<file path="config.mk">
export PLATFORM = sky130hd
export DESIGN_NAME = mem_bus_arbiter_flat
export DESIGN_NICKNAME = d
export VERILOG_FILES = /design/src/rtl/mem_bus_arbiter_pkg.sv /design/src/rtl/mem_bus_arbiter_if.sv /design/src/rtl/mem_bus_arbiter_streak_ctr.sv /design/src/rtl/mem_bus_arbiter.sv /design/src/flat_wrapper.sv
export SDC_FILE = /design/constraint.sdc
export NUM_CORES = 1
export LEC_CHECK = 0
export CAP_MARGIN = 20
export CORE_AREA = 8 8 205 207
export CTS_CLUSTER_SIZE = 10
export DETAILED_ROUTE_END_ITERATION = 16
export DIE_AREA = 0 0 213 215
export DONT_BUFFER_PORTS = 1
export PLACE_DENSITY = 0.32
export SETUP_SLACK_MARGIN = 0.1
export SYNTH_ARGS = -nofsm -noshare
export SYNTH_HDL_FRONTEND = slang
export SYNTH_SLANG_ARGS = --single-unit
</file>
<file path="constraint.sdc">
create_clock -name clk -period 2.39 [get_ports clk]
set_input_delay 0.239 -clock clk [delete_from_list [all_inputs] [get_ports clk]]
set_output_delay 0.239 -clock clk [all_outputs]
set_load 0.01 [all_outputs]
</file>
<file path="src/rtl/mem_bus_arbiter_pkg.sv">
// Shared types for the memory-port arbiter: request/response records and the arbiter state encoding.
package mem_bus_arbiter_pkg;

    localparam int unsigned MEM_ADDR_W     = 64;
    localparam int unsigned MEM_DATA_W     = 64;
    localparam int unsigned MEM_STRB_W     = 8;
    localparam int unsigned ARB_MAX_STREAK = 4;

    typedef struct packed {
        logic                  valid;
        logic                  write;
        logic [MEM_ADDR_W-1:0] addr;
        logic [MEM_STRB_W-1:0] strobe;
        logic [MEM_DATA_W-1:0] wdata;
    } mem_req_t;

    typedef struct packed {
        logic                  ok;
        logic [MEM_DATA_W-1:0] data;
    } mem_resp_t;

    typedef enum logic [1:0] {
        IDLE   = 2'd0,
        BUSY_I = 2'd1,
        BUSY_D = 2'd2
    } arb_state_t;

endpackage

</file>
<file path="src/rtl/mem_bus_arbiter_if.sv">
// Bundle of the fetch, data and downstream memory handshakes around the arbiter.
// Handshake: a requester holds *_valid with stable payload until its one-cycle *_ok pulse;
// the arbiter holds mreq_* stable until mresp_ok, which is a one-cycle completion pulse.
interface mem_bus_arbiter_if #(
    parameter int unsigned ADDR_W = 64,
    parameter int unsigned DATA_W = 64
) ();

    logic              ireq_valid;
    logic [ADDR_W-1:0] ireq_addr;
    logic              iresp_ok;
    logic [DATA_W-1:0] iresp_data;

    logic              dreq_valid;
    logic              dreq_write;
    logic [ADDR_W-1:0] dreq_addr;
    logic [7:0]        dreq_strobe;
    logic [DATA_W-1:0] dreq_wdata;
    logic              dresp_ok;
    logic [DATA_W-1:0] dresp_data;

    logic              mreq_valid;
    logic              mreq_write;
    logic [ADDR_W-1:0] mreq_addr;
    logic [7:0]        mreq_strobe;
    logic [DATA_W-1:0] mreq_wdata;
    logic              mresp_ok;
    logic [DATA_W-1:0] mresp_data;

    // Arbiter side.
    modport slave (
        input  ireq_valid, ireq_addr,
        output iresp_ok, iresp_data,
        input  dreq_valid, dreq_write, dreq_addr, dreq_strobe, dreq_wdata,
        output dresp_ok, dresp_data,
        output mreq_valid, mreq_write, mreq_addr, mreq_strobe, mreq_wdata,
        input  mresp_ok, mresp_data
    );

    // Requesters and memory side.
    modport master (
        output ireq_valid, ireq_addr,
        input  iresp_ok, iresp_data,
        output dreq_valid, dreq_write, dreq_addr, dreq_strobe, dreq_wdata,
        input  dresp_ok, dresp_data,
        input  mreq_valid, mreq_write, mreq_addr, mreq_strobe, mreq_wdata,
        output mresp_ok, mresp_data
    );

endinterface

</file>
<file path="src/rtl/mem_bus_arbiter_streak_ctr.sv">
// Saturating count of consecutive data grants taken while a fetch was waiting.
module arb_streak_ctr #(
    parameter int unsigned MAX_STREAK = 4,
    parameter int unsigned CNT_W      = $clog2(MAX_STREAK + 1)
) (
    input  logic             clk,
    input  logic             rst_n,
    input  logic             inc_i,
    input  logic             clr_i,
    output logic [CNT_W-1:0] count_o,
    output logic             at_max_o
);

    logic [CNT_W-1:0] cnt_q;
    logic [CNT_W-1:0] cnt_d;

    assign at_max_o = (cnt_q == CNT_W'(MAX_STREAK));
    assign count_o  = cnt_q;

    // Clear wins over increment; increment stops at the cap.
    always_comb begin
        cnt_d = cnt_q;
        if (clr_i) begin
            cnt_d = '0;
        end else if (inc_i && !at_max_o) begin
            cnt_d = cnt_q + CNT_W'(1);
        end
    end

    always_ff @(posedge clk or negedge rst_n) begin
        if (!rst_n) begin
            cnt_q <= '0;
        end else begin
            cnt_q <= cnt_d;
        end
    end

endmodule

</file>
<file path="src/rtl/mem_bus_arbiter.sv">
// Shares one memory port between fetch and data requesters, one transaction at a time.
// Data wins by default; after MAX_STREAK data grants with fetch waiting, fetch is forced through.
module mem_bus_arbiter
    import mem_bus_arbiter_pkg::*;
#(
    parameter int unsigned ADDR_W     = 64,
    parameter int unsigned DATA_W     = 64,
    parameter int unsigned MAX_STREAK = 4
) (
    input  logic                               clk,
    input  logic                               resetn,
    mem_bus_arbiter_if.slave                   bus,
    output logic                               busy,
    output arb_state_t                         dbg_state,
    output logic [$clog2(MAX_STREAK + 1)-1:0]  dbg_streak
);

    localparam int unsigned CNT_W = $clog2(MAX_STREAK + 1);

    arb_state_t        state_q, state_d;
    logic              write_q, write_d;
    logic [ADDR_W-1:0] addr_q, addr_d;
    logic [7:0]        strobe_q, strobe_d;
    logic [DATA_W-1:0] wdata_q, wdata_d;

    logic grant_i;
    logic grant_d;
    logic streak_inc;
    logic streak_clr;
    logic streak_at_max;
    logic in_busy_i;
    logic in_busy_d;

    always_comb begin
        state_d  = state_q;
        write_d  = write_q;
        addr_d   = addr_q;
        strobe_d = strobe_q;
        wdata_d  = wdata_q;
        grant_i  = 1'b0;
        grant_d  = 1'b0;
        case (state_q)
            IDLE: begin
                if (bus.dreq_valid && (!bus.ireq_valid || !streak_at_max)) begin
                    grant_d  = 1'b1;
                    state_d  = BUSY_D;
                    write_d  = bus.dreq_write;
                    addr_d   = bus.dreq_addr;
                    strobe_d = bus.dreq_strobe;
                    wdata_d  = bus.dreq_wdata;
                end else if (bus.ireq_valid) begin
                    grant_i  = 1'b1;
                    state_d  = BUSY_I;
                    write_d  = 1'b0;
                    addr_d   = bus.ireq_addr;
                    strobe_d = '0;
                    wdata_d  = '0;
                end
            end
            BUSY_I, BUSY_D: begin
                if (bus.mresp_ok) begin
                    state_d = IDLE;
                end
            end
            default: state_d = IDLE;
        endcase
    end

    always_ff @(posedge clk or negedge resetn) begin
        if (!resetn) begin
            state_q  <= IDLE;
            write_q  <= 1'b0;
            addr_q   <= '0;
            strobe_q <= '0;
            wdata_q  <= '0;
        end else begin
            state_q  <= state_d;
            write_q  <= write_d;
            addr_q   <= addr_d;
            strobe_q <= strobe_d;
            wdata_q  <= wdata_d;
        end
    end

    // Only a data grant that actually overtakes a waiting fetch lengthens the streak.
    assign streak_inc = grant_d & bus.ireq_valid;
    assign streak_clr = grant_i | (grant_d & ~bus.ireq_valid);

    arb_streak_ctr #(
        .MAX_STREAK (MAX_STREAK),
        .CNT_W      (CNT_W)
    ) u_streak (
        .clk      (clk),
        .rst_n    (resetn),
        .inc_i    (streak_inc),
        .clr_i    (streak_clr),
        .count_o  (dbg_streak),
        .at_max_o (streak_at_max)
    );

    assign in_busy_i = (state_q == BUSY_I);
    assign in_busy_d = (state_q == BUSY_D);
    assign busy      = (state_q != IDLE);
    assign dbg_state = state_q;

    // Downstream port is quiet in IDLE, so the bubble between transactions is all zeros.
    assign bus.mreq_valid  = busy;
    assign bus.mreq_write  = busy ? write_q  : 1'b0;
    assign bus.mreq_addr   = busy ? addr_q   : '0;
    assign bus.mreq_strobe = busy ? strobe_q : '0;
    assign bus.mreq_wdata  = busy ? wdata_q  : '0;

    assign bus.iresp_ok   = in_busy_i & bus.mresp_ok;
    assign bus.dresp_ok   = in_busy_d & bus.mresp_ok;
    assign bus.iresp_data = bus.iresp_ok ? bus.mresp_data : '0;
    assign bus.dresp_data = bus.dresp_ok ? bus.mresp_data : '0;

endmodule

</file>
<file path="src/flat_wrapper.sv">
// flat-port wrapper written by rule: the top's interface ports become plain ports
module mem_bus_arbiter_flat import mem_bus_arbiter_pkg::*;
#(
    parameter int unsigned ADDR_W     = 64,
    parameter int unsigned DATA_W     = 64,
    parameter int unsigned MAX_STREAK = 4
)
  (clk, resetn, busy, dbg_state, dbg_streak, bus_ireq_valid, bus_ireq_addr, bus_iresp_ok, bus_iresp_data, bus_dreq_valid, bus_dreq_write, bus_dreq_addr, bus_dreq_strobe, bus_dreq_wdata, bus_dresp_ok, bus_dresp_data, bus_mreq_valid, bus_mreq_write, bus_mreq_addr, bus_mreq_strobe, bus_mreq_wdata, bus_mresp_ok, bus_mresp_data);
  mem_bus_arbiter_if #(.ADDR_W(ADDR_W), .DATA_W(DATA_W)) bus_i ();
  input  logic clk;
  input  logic resetn;
  output logic busy;
  output arb_state_t dbg_state;
  output logic [$clog2(MAX_STREAK + 1)-1:0] dbg_streak;
  input wire logic [$bits(bus_i.ireq_valid)-1:0] bus_ireq_valid;
  input wire logic [$bits(bus_i.ireq_addr)-1:0] bus_ireq_addr;
  output wire logic [$bits(bus_i.iresp_ok)-1:0] bus_iresp_ok;
  output wire logic [$bits(bus_i.iresp_data)-1:0] bus_iresp_data;
  input wire logic [$bits(bus_i.dreq_valid)-1:0] bus_dreq_valid;
  input wire logic [$bits(bus_i.dreq_write)-1:0] bus_dreq_write;
  input wire logic [$bits(bus_i.dreq_addr)-1:0] bus_dreq_addr;
  input wire logic [$bits(bus_i.dreq_strobe)-1:0] bus_dreq_strobe;
  input wire logic [$bits(bus_i.dreq_wdata)-1:0] bus_dreq_wdata;
  output wire logic [$bits(bus_i.dresp_ok)-1:0] bus_dresp_ok;
  output wire logic [$bits(bus_i.dresp_data)-1:0] bus_dresp_data;
  output wire logic [$bits(bus_i.mreq_valid)-1:0] bus_mreq_valid;
  output wire logic [$bits(bus_i.mreq_write)-1:0] bus_mreq_write;
  output wire logic [$bits(bus_i.mreq_addr)-1:0] bus_mreq_addr;
  output wire logic [$bits(bus_i.mreq_strobe)-1:0] bus_mreq_strobe;
  output wire logic [$bits(bus_i.mreq_wdata)-1:0] bus_mreq_wdata;
  input wire logic [$bits(bus_i.mresp_ok)-1:0] bus_mresp_ok;
  input wire logic [$bits(bus_i.mresp_data)-1:0] bus_mresp_data;
  assign bus_i.ireq_valid = bus_ireq_valid;
  assign bus_i.ireq_addr = bus_ireq_addr;
  assign bus_iresp_ok = bus_i.iresp_ok;
  assign bus_iresp_data = bus_i.iresp_data;
  assign bus_i.dreq_valid = bus_dreq_valid;
  assign bus_i.dreq_write = bus_dreq_write;
  assign bus_i.dreq_addr = bus_dreq_addr;
  assign bus_i.dreq_strobe = bus_dreq_strobe;
  assign bus_i.dreq_wdata = bus_dreq_wdata;
  assign bus_dresp_ok = bus_i.dresp_ok;
  assign bus_dresp_data = bus_i.dresp_data;
  assign bus_mreq_valid = bus_i.mreq_valid;
  assign bus_mreq_write = bus_i.mreq_write;
  assign bus_mreq_addr = bus_i.mreq_addr;
  assign bus_mreq_strobe = bus_i.mreq_strobe;
  assign bus_mreq_wdata = bus_i.mreq_wdata;
  assign bus_i.mresp_ok = bus_mresp_ok;
  assign bus_i.mresp_data = bus_mresp_data;
  mem_bus_arbiter #(.ADDR_W(ADDR_W), .DATA_W(DATA_W), .MAX_STREAK(MAX_STREAK)) u_core (.clk(clk), .resetn(resetn), .bus(bus_i), .busy(busy), .dbg_state(dbg_state), .dbg_streak(dbg_streak));
endmodule
</file>
==> impl_metrics.json, run 1 <==
{
  "final_max_slew_viol_count": 0,
  "setup_viol": 0,
  "ys_ff_latch": 142,
  "worstPathMaxFanout": 40,
  "dr.pass1.iters": 4,
  "yosysSeqAreaShare_pct": 45.0,
  "yosysUniqueCellTypes": 27,
  "finalHoldViolCount": 142,
  "cts_sinks": 142,
  "path_cells": "inv_1 -> ha_4 -> buf_16 -> nor2b_1",
  "antenna_found_initial": 6,
  "htreeDepth": 4,
  "dr_total_vias": 7467,
  "drcViolationCount": 0,
  "placed_area_mm2": 0.00840,
  "ios": 544,
  "slowest_delay_ns": 0.46,
  "reg2reg_depth": 6,
  "cp_slowest_cell": "dfrtp_1",
  "rsz0062_at_grt": "no",
  "drtIter0Drc": 522,
  "drv_cap": 0,
  "cts_tree": "done",
  "path_clk_slew_ns": 0.07,
  "grt_pass1_vias": 8059,
  "detail-route-antenna-nets": 0,
  "stdcell_area_mm2": 0.0112,
  "reg2reg_from": "u_core.dbg_state[0]",
  "die_area_mm2": 0.0458,
  "fp.dieH_um": 215,
  "synth_ff_type": "dfrtp_1",
  "irDropWorstVdd_mv": 0.432,
  "globalRouteOverflowTotal": 0,
  "critPathRequiredTime_ns": 2.15,
  "clock.fmax_ghz": 0.464,
  "grt_pass1_wl_mm": 55.4,
  "avgSynthCellArea_um2": 9.06,
  "synth_top_area_share_pct": 45.0,
  "tightest_slew_ns": 1.14,
  "hp-class": "in -> async",
  "clk_path_buf_depth": 2,
  "fin_setup_tns_ns": 0,
  "post-route-util_pct": 28.7,
  "crit_buf_inv": 2,
  "ys_top_cells_by_area": "dfrtp_1, nor2b_1, and3_1, a22o_1, nand2_1",
  "gp_congestion": 0.773,
  "core_mm2": 0.0390,
  "start_util_pct": 20.2,
  "period_minus_slack_ns": 2.15,
  "cts_made_buffers": 17,
  "place_hpwl_mm": 26.7,
  "rows": 73,
  "status": "finished, violations left",
  "cts_setup_buffers": 0,
  "clk_latency_ns": 0.44,
  "area.growth.synth_to_final_pct": 41.6,
  "skew_ns": 0.0109,
  "min_period_over_period_pct": 90.2,
  "drive_gt1_share_pct": 5.57,
  "crit_type": "reg -> out",
  "clockRootBuffer": "clkbuf_16",
  "crit_path_end_kind": "primary output",
  "synth_edf_count": 0,
  "r2r_slack_ns": 0.24,
  "critPathTopFamily": "flip-flops",
  "netlist_area_mm2": 0.00789,
  "fill_cells": 4135,
  "netlist_instances": 871,
  "wire_per_inst_um": 25.0,
  "holdBufCountCts": 207,
  "cp.arrival_ns": 1.92,
  "portBuffers": 0,
  "relSlewSlack_pct": 23.7,
  "powerDensity_mw_per_mm2": 1160,
  "grt.total_usage_pct": 16.2,
  "holdWs_ns": -0.494,
  "synthesis.nets": 1146,
  "async_flop_share_pct": 100,
  "die_x_um": 213,
  "wl_mm": 39.0,
  "start_kind": "register",
  "final_nets": 1286,
  "synth.most_common_cell": "dfrtp_1",
  "ys_warn_count": 0,
  "synth_top_area_cell": "dfrtp_1",
  "violations": "hold timing",
  "leakagePower_nw": 4.93,
  "worstReg2RegEnd": "u_core.addr_q[14]",
  "synthTopCellsByCount": "dfrtp_1, nor2b_1, and3_1, nand2_1, a22o_1",
  "grt_max_degree": 143,
  "viasPerCell": 4.79
}
-- registers in the layout, indices dropped and copies added, names as in the netlist --
| signal | count |
|---|---|
| u_core.addr_q | 64 |
| u_core.wdata_q | 64 |
| u_core.u_streak.count_o | 3 |
| u_core.strobe_q | 8 |
| u_core.dbg_state | 2 |
| u_core.write_q | 1 |
-- layout make-up --
cell class / instances / area [µm²] / share of cell area, %
multi-input cells: 618 / 3880 / 34.7
flip-flops and latches: 142 / 3550 / 31.8
repair buffers: 226 / 2400 / 21.5
well taps: 525 / 657 / 5.88
clock buffers: 24 / 492 / 4.40
clock inverters: 8 / 154 / 1.38
diodes: 10 / 25.0 / 0.224
inverters: 6 / 22.5 / 0.201
-- through the flow --
| stage | setup slack, ns | instances | power, W | hold WS [ns] |
|---|---|---|---|---|
| 3_5_place_dp | 0.520 | 1309 | 0.00970 | -0.0493 |
| 4_1_cts | 0.120 | 1548 | 0.0131 | -0.538 |
| 5_1_grt | 0.104 | 1558 | 0.0139 | -0.535 |
| 3_3_place_gp | 0.536 | 1309 | 0.00977 | -0.0520 |
| 6_report | 0.235 | 1559 | 0.0129 | -0.494 |
| 2_1_floorplan | 0.524 | 871 | 0.00812 | -0.0566 |
-- worst reg2reg max path: stages (launching register included) --
cell and delay [ns]:
dfrtp_1 0.46, inv_1 0.17, ha_4 0.32, buf_12 0.29, nand4_1 0.17, dlygate4sd3_1 0.58
o211ai_1 0.09
-- cell usage in the layout (no fill, tap or decap) --
cell type,Yosys,final
o21ai_4,0,1
o211ai_1,64,64
a21oi_1,1,1
clkbuf_1,62,3
dfrtp_1,142,142
and3_2,0,1
buf_4,1,6
nand4_1,64,64
and2_2,0,1
a22o_1,73,73
o32ai_1,1,1
ha_1,5,4
a31o_2,1,1
dlygate4sd3_1,0,206
and3_1,129,128
and2_1,3,2
buf_16,0,1
nand3_2,0,1
nor3b_1,1,1
inv_1,6,6
o22ai_1,1,1
clkinv_4,0,3
nor2b_1,138,138
a31oi_1,1,1
buf_12,0,12
nor2_1,2,2
ha_4,0,1
nand2_1,129,129
a32o_1,1,1
mux2_2,1,1
diode_2,0,10
o21a_2,0,1
bufinv_16,0,4
clkbuf_8,0,4
clkbuf_16,0,18
clkinvlp_4,0,1
-- kinds of logic (layout without fill, tap and decap cells) --
kind of cell / Yosys count / count (layout) / synth area share, %
AO/OA/AOI/OAI: 145 / 145 / 14.9
adder cells (fa/ha/maj): 5 / 5 / 0.793
flip-flops: 142 / 142 / 45.0
buffers and inverters: 111 / 264 / 6.28
multiplexers: 1 / 1 / 0.143
AND/OR/NAND/NOR: 467 / 467 / 32.9
other: 0 / 10 / 0
-- what timing repair did --
item                       CTS  global route
hold endpoints to repair   282           142
setup endpoints to repair    0             3
gates resized for setup      0             1
-- power by group --
group	leakage [nW]	switching, W	internal (W)
Combinational	2.85	0.00370	0.00226
Clock	0.311	0.00108	0.00187
Sequential	1.77	0.000541	0.00349
Total	4.93	0.00532	0.00762
-- worst max path at each step --
stage | from | end | slack [ns] | cells past startpoint
final | u_core.dbg_state[0] | bus_mreq_addr[62] | 0.24 | 4
after global routing | u_core.dbg_state[0] | bus_mreq_wdata[22] | 0.10 | 4
after CTS | u_core.dbg_state[0] | bus_mreq_valid | 0.12 | 4
after detailed placement | u_core.dbg_state[0] | u_core.addr_q[29] | 0.52 | 6
after global placement | u_core.dbg_state[0] | u_core.u_streak.count_o[0] | 0.54 | 6
after floorplan | u_core.dbg_state[0] | busy | 0.52 | 7
-- metal layers --
layer | routed length [µm] | global-route usage (%)
met1 | 15400 | 18.7
met2 | 19500 | 27.3
met3 | 3110 | 5.33
met4 | 961 | 6.19
met5 | 0 | 0
No activity file was read; power rests on OpenSTA's default activity.
==> inputs of run 2 (changes only) <==
MAX_ROUTING_LAYER = met4   (was default)
==> run 2 against run 1 <==
Die area unchanged. Worst hold slack improved by 0.0022 ns. Highest routed layer unchanged. Combinational power is essentially flat. Utilization hardly changed. Flip-flop and latch count is the same. Clock power hardly changed. Register-to-register slack about the same. The run still ends with hold timing left. Final cell count grew 0.26%.
==> impl_metrics.json, run 2 (synthesis results as in run 1) <==
{
  "use_met3_pct": 4.86,
  "cts_tree": "done",
  "period_minus_slack_ns": 2.16,
  "switchingPower_w": 0.00535,
  "top_regs": "u_core.addr_q (64), u_core.wdata_q (64), u_core.strobe_q (8)",
  "finalHoldViolCount": 142,
  "relSlewSlack_pct": 28.5,
  "gp_congestion": 0.783,
  "irDropWorstVdd_mv": 0.425,
  "drcViolationCount": 0,
  "grt_pass1_wl_mm": 55.4,
  "critPathLaunch": "u_core.dbg_state[0]",
  "multi_input_area_mm2": 0.00388,
  "cts_sinks": 142,
  "holdBufCountCts": 207,
  "r2r_slack_ns": 0.24,
  "leakagePower_nw": 4.93,
  "final_nets": 1286,
  "area.growth.synth_to_final_pct": 41.8,
  "rows": 73,
  "layout_commonest_cell": "dlygate4sd3_1",
  "clock.fmax_ghz": 0.464,
  "dr_total_vias": 7462,
  "htreeDepth": 4,
  "die_x_um": 213,
  "post-route-util_pct": 28.7,
  "tightest_slew_ns": 1.07,
  "placed_area_mm2": 0.00840,
  "status": "finished, violations left",
  "grt_max_degree": 143,
  "layout_common_cells": "dlygate4sd3_1, dfrtp_1, nor2b_1",
  "crit_type": "reg -> out",
  "worstReg2RegEnd": "u_core.addr_q[14]",
  "fin_setup_tns_ns": 0,
  "clockRootBuffer": "clkbuf_16",
  "critPathRequiredTime_ns": 2.15,
  "wire_per_inst_um": 25.0,
  "reg2reg_from": "u_core.dbg_state[0]",
  "start_util_pct": 20.2,
  "ios": 544,
  "wl_mm": 39.1,
  "globalRouteOverflowTotal": 0,
  "hp-class": "in -> async",
  "min_period_over_period_pct": 90.3,
  "powerDensity_mw_per_mm2": 1160,
  "crit_path_end_kind": "primary output",
  "die_area_mm2": 0.0458,
  "path_clk_slew_ns": 0.07,
  "fill_cells": 4135,
  "cts_made_buffers": 17,
  "core_mm2": 0.0390,
  "violations": "hold timing",
  "globalRoute.busiestLayer": "met2",
  "grt.total_usage_pct": 16.7,
  "portBuffers": 0,
  "combPwrFrac_pct": 46.0,
  "reg2reg_depth": 6,
  "cts_setup_buffers": 0,
  "grtUsageMet2_pct": 27.5,
  "drive_gt1_share_pct": 5.57,
  "worstPathMaxFanout": 40,
  "setup_viol": 0,
  "dr.pass1.iters": 5,
  "clk_latency_ns": 0.44,
  "skew_ns": 0.0117,
  "detail-route-antenna-nets": 0,
  "seq_area_mm2": 0.00355,
  "grtUsageMet1_pct": 18.9,
  "holdWs_ns": -0.491,
  "drtIter0Drc": 533,
  "start_kind": "register",
  "viasPerCell": 4.77,
  "p_sw_share_pct": 41.3,
  "power_frac_seq_pct": 31.1,
  "place_hpwl_mm": 26.7,
  "fp.dieH_um": 215,
  "grt_pass1_vias": 8050,
  "final_max_slew_viol_count": 0,
  "p_int_w": 0.00762,
  "drv_cap": 0,
  "cp.arrival_ns": 1.92,
  "stdcell_area_mm2": 0.0112,
  "rsz0062_at_grt": "no",
  "pwr-share-clk_pct": 22.8,
  "clk_path_buf_depth": 2,
  "antenna_found_initial": 10
}
-- run 2: layout make-up --
cell class                 count  area share, %
antenna                       14          0.313
timing repair buffer         226           21.4
clock inverter                 8           1.38
tap                          525           5.87
multi-input combinational    618           34.6
clock buffer                  24           4.39
inverter                       6          0.201
sequential                   142           31.8
-- run 2: power groups by stage --
stage	combinational [W]	clock, W	sequential (W)
CTS	0.00599	0.00308	0.00403
global placement	0.00572	0	0.00405
detailed placement	0.00564	0	0.00406
floorplan	0.00422	0	0.00390
global route	0.00652	0.00317	0.00418
finish	0.00597	0.00296	0.00404
-- run 2: worst max-delay path by stage --
stage | endpoint | slack [ns]
finish | bus_mreq_addr[62] | 0.23
global route | bus_mreq_wdata[22] | 0.11
CTS | bus_mreq_valid | 0.12
detailed placement | u_core.addr_q[29] | 0.52
global placement | u_core.u_streak.count_o[0] | 0.54
floorplan | busy | 0.52
-- run 2: worst max-delay path, stage by stage (launching register included) --
cell	delay [ns]
dfrtp_1	0.46
inv_1	0.14
ha_4	0.26
buf_16	0.21
nor2b_1	0.40
-- run 2: metal layers --
layer / vias up / part of all wire [%] / wire (µm)
li1: 3384 / - / -
met3: 40 / 7.2 / 2820
met4: 0 / 2.5 / 964
met2: 373 / 50 / 19600
met5: - / 0 / 0
met1: 3665 / 40 / 15700
-- run 2: repair_timing --
action                                 in CTS  in global routing
setup endpoints to repair                   0                  2
endpoints found under the hold margin     282                142
resized for setup                           0                  1
-- run 2: metrics by stage --
step	total power, W	hold slack, ns	setup WS (ns)	std cells
6_report	0.0130	-0.491	0.233	1563
4_1_cts	0.0131	-0.538	0.120	1548
2_1_floorplan	0.00812	-0.0566	0.524	871
5_1_grt	0.0139	-0.531	0.107	1562
3_3_place_gp	0.00977	-0.0520	0.536	1309
3_5_place_dp	0.00970	-0.0493	0.520	1309
==> inputs of run 3 (changes only) <==
SKIP_LAST_GASP = 1   (was default)
==> results of run 3 <==
Final layout, timing and power as in run 2 (identical DEF).
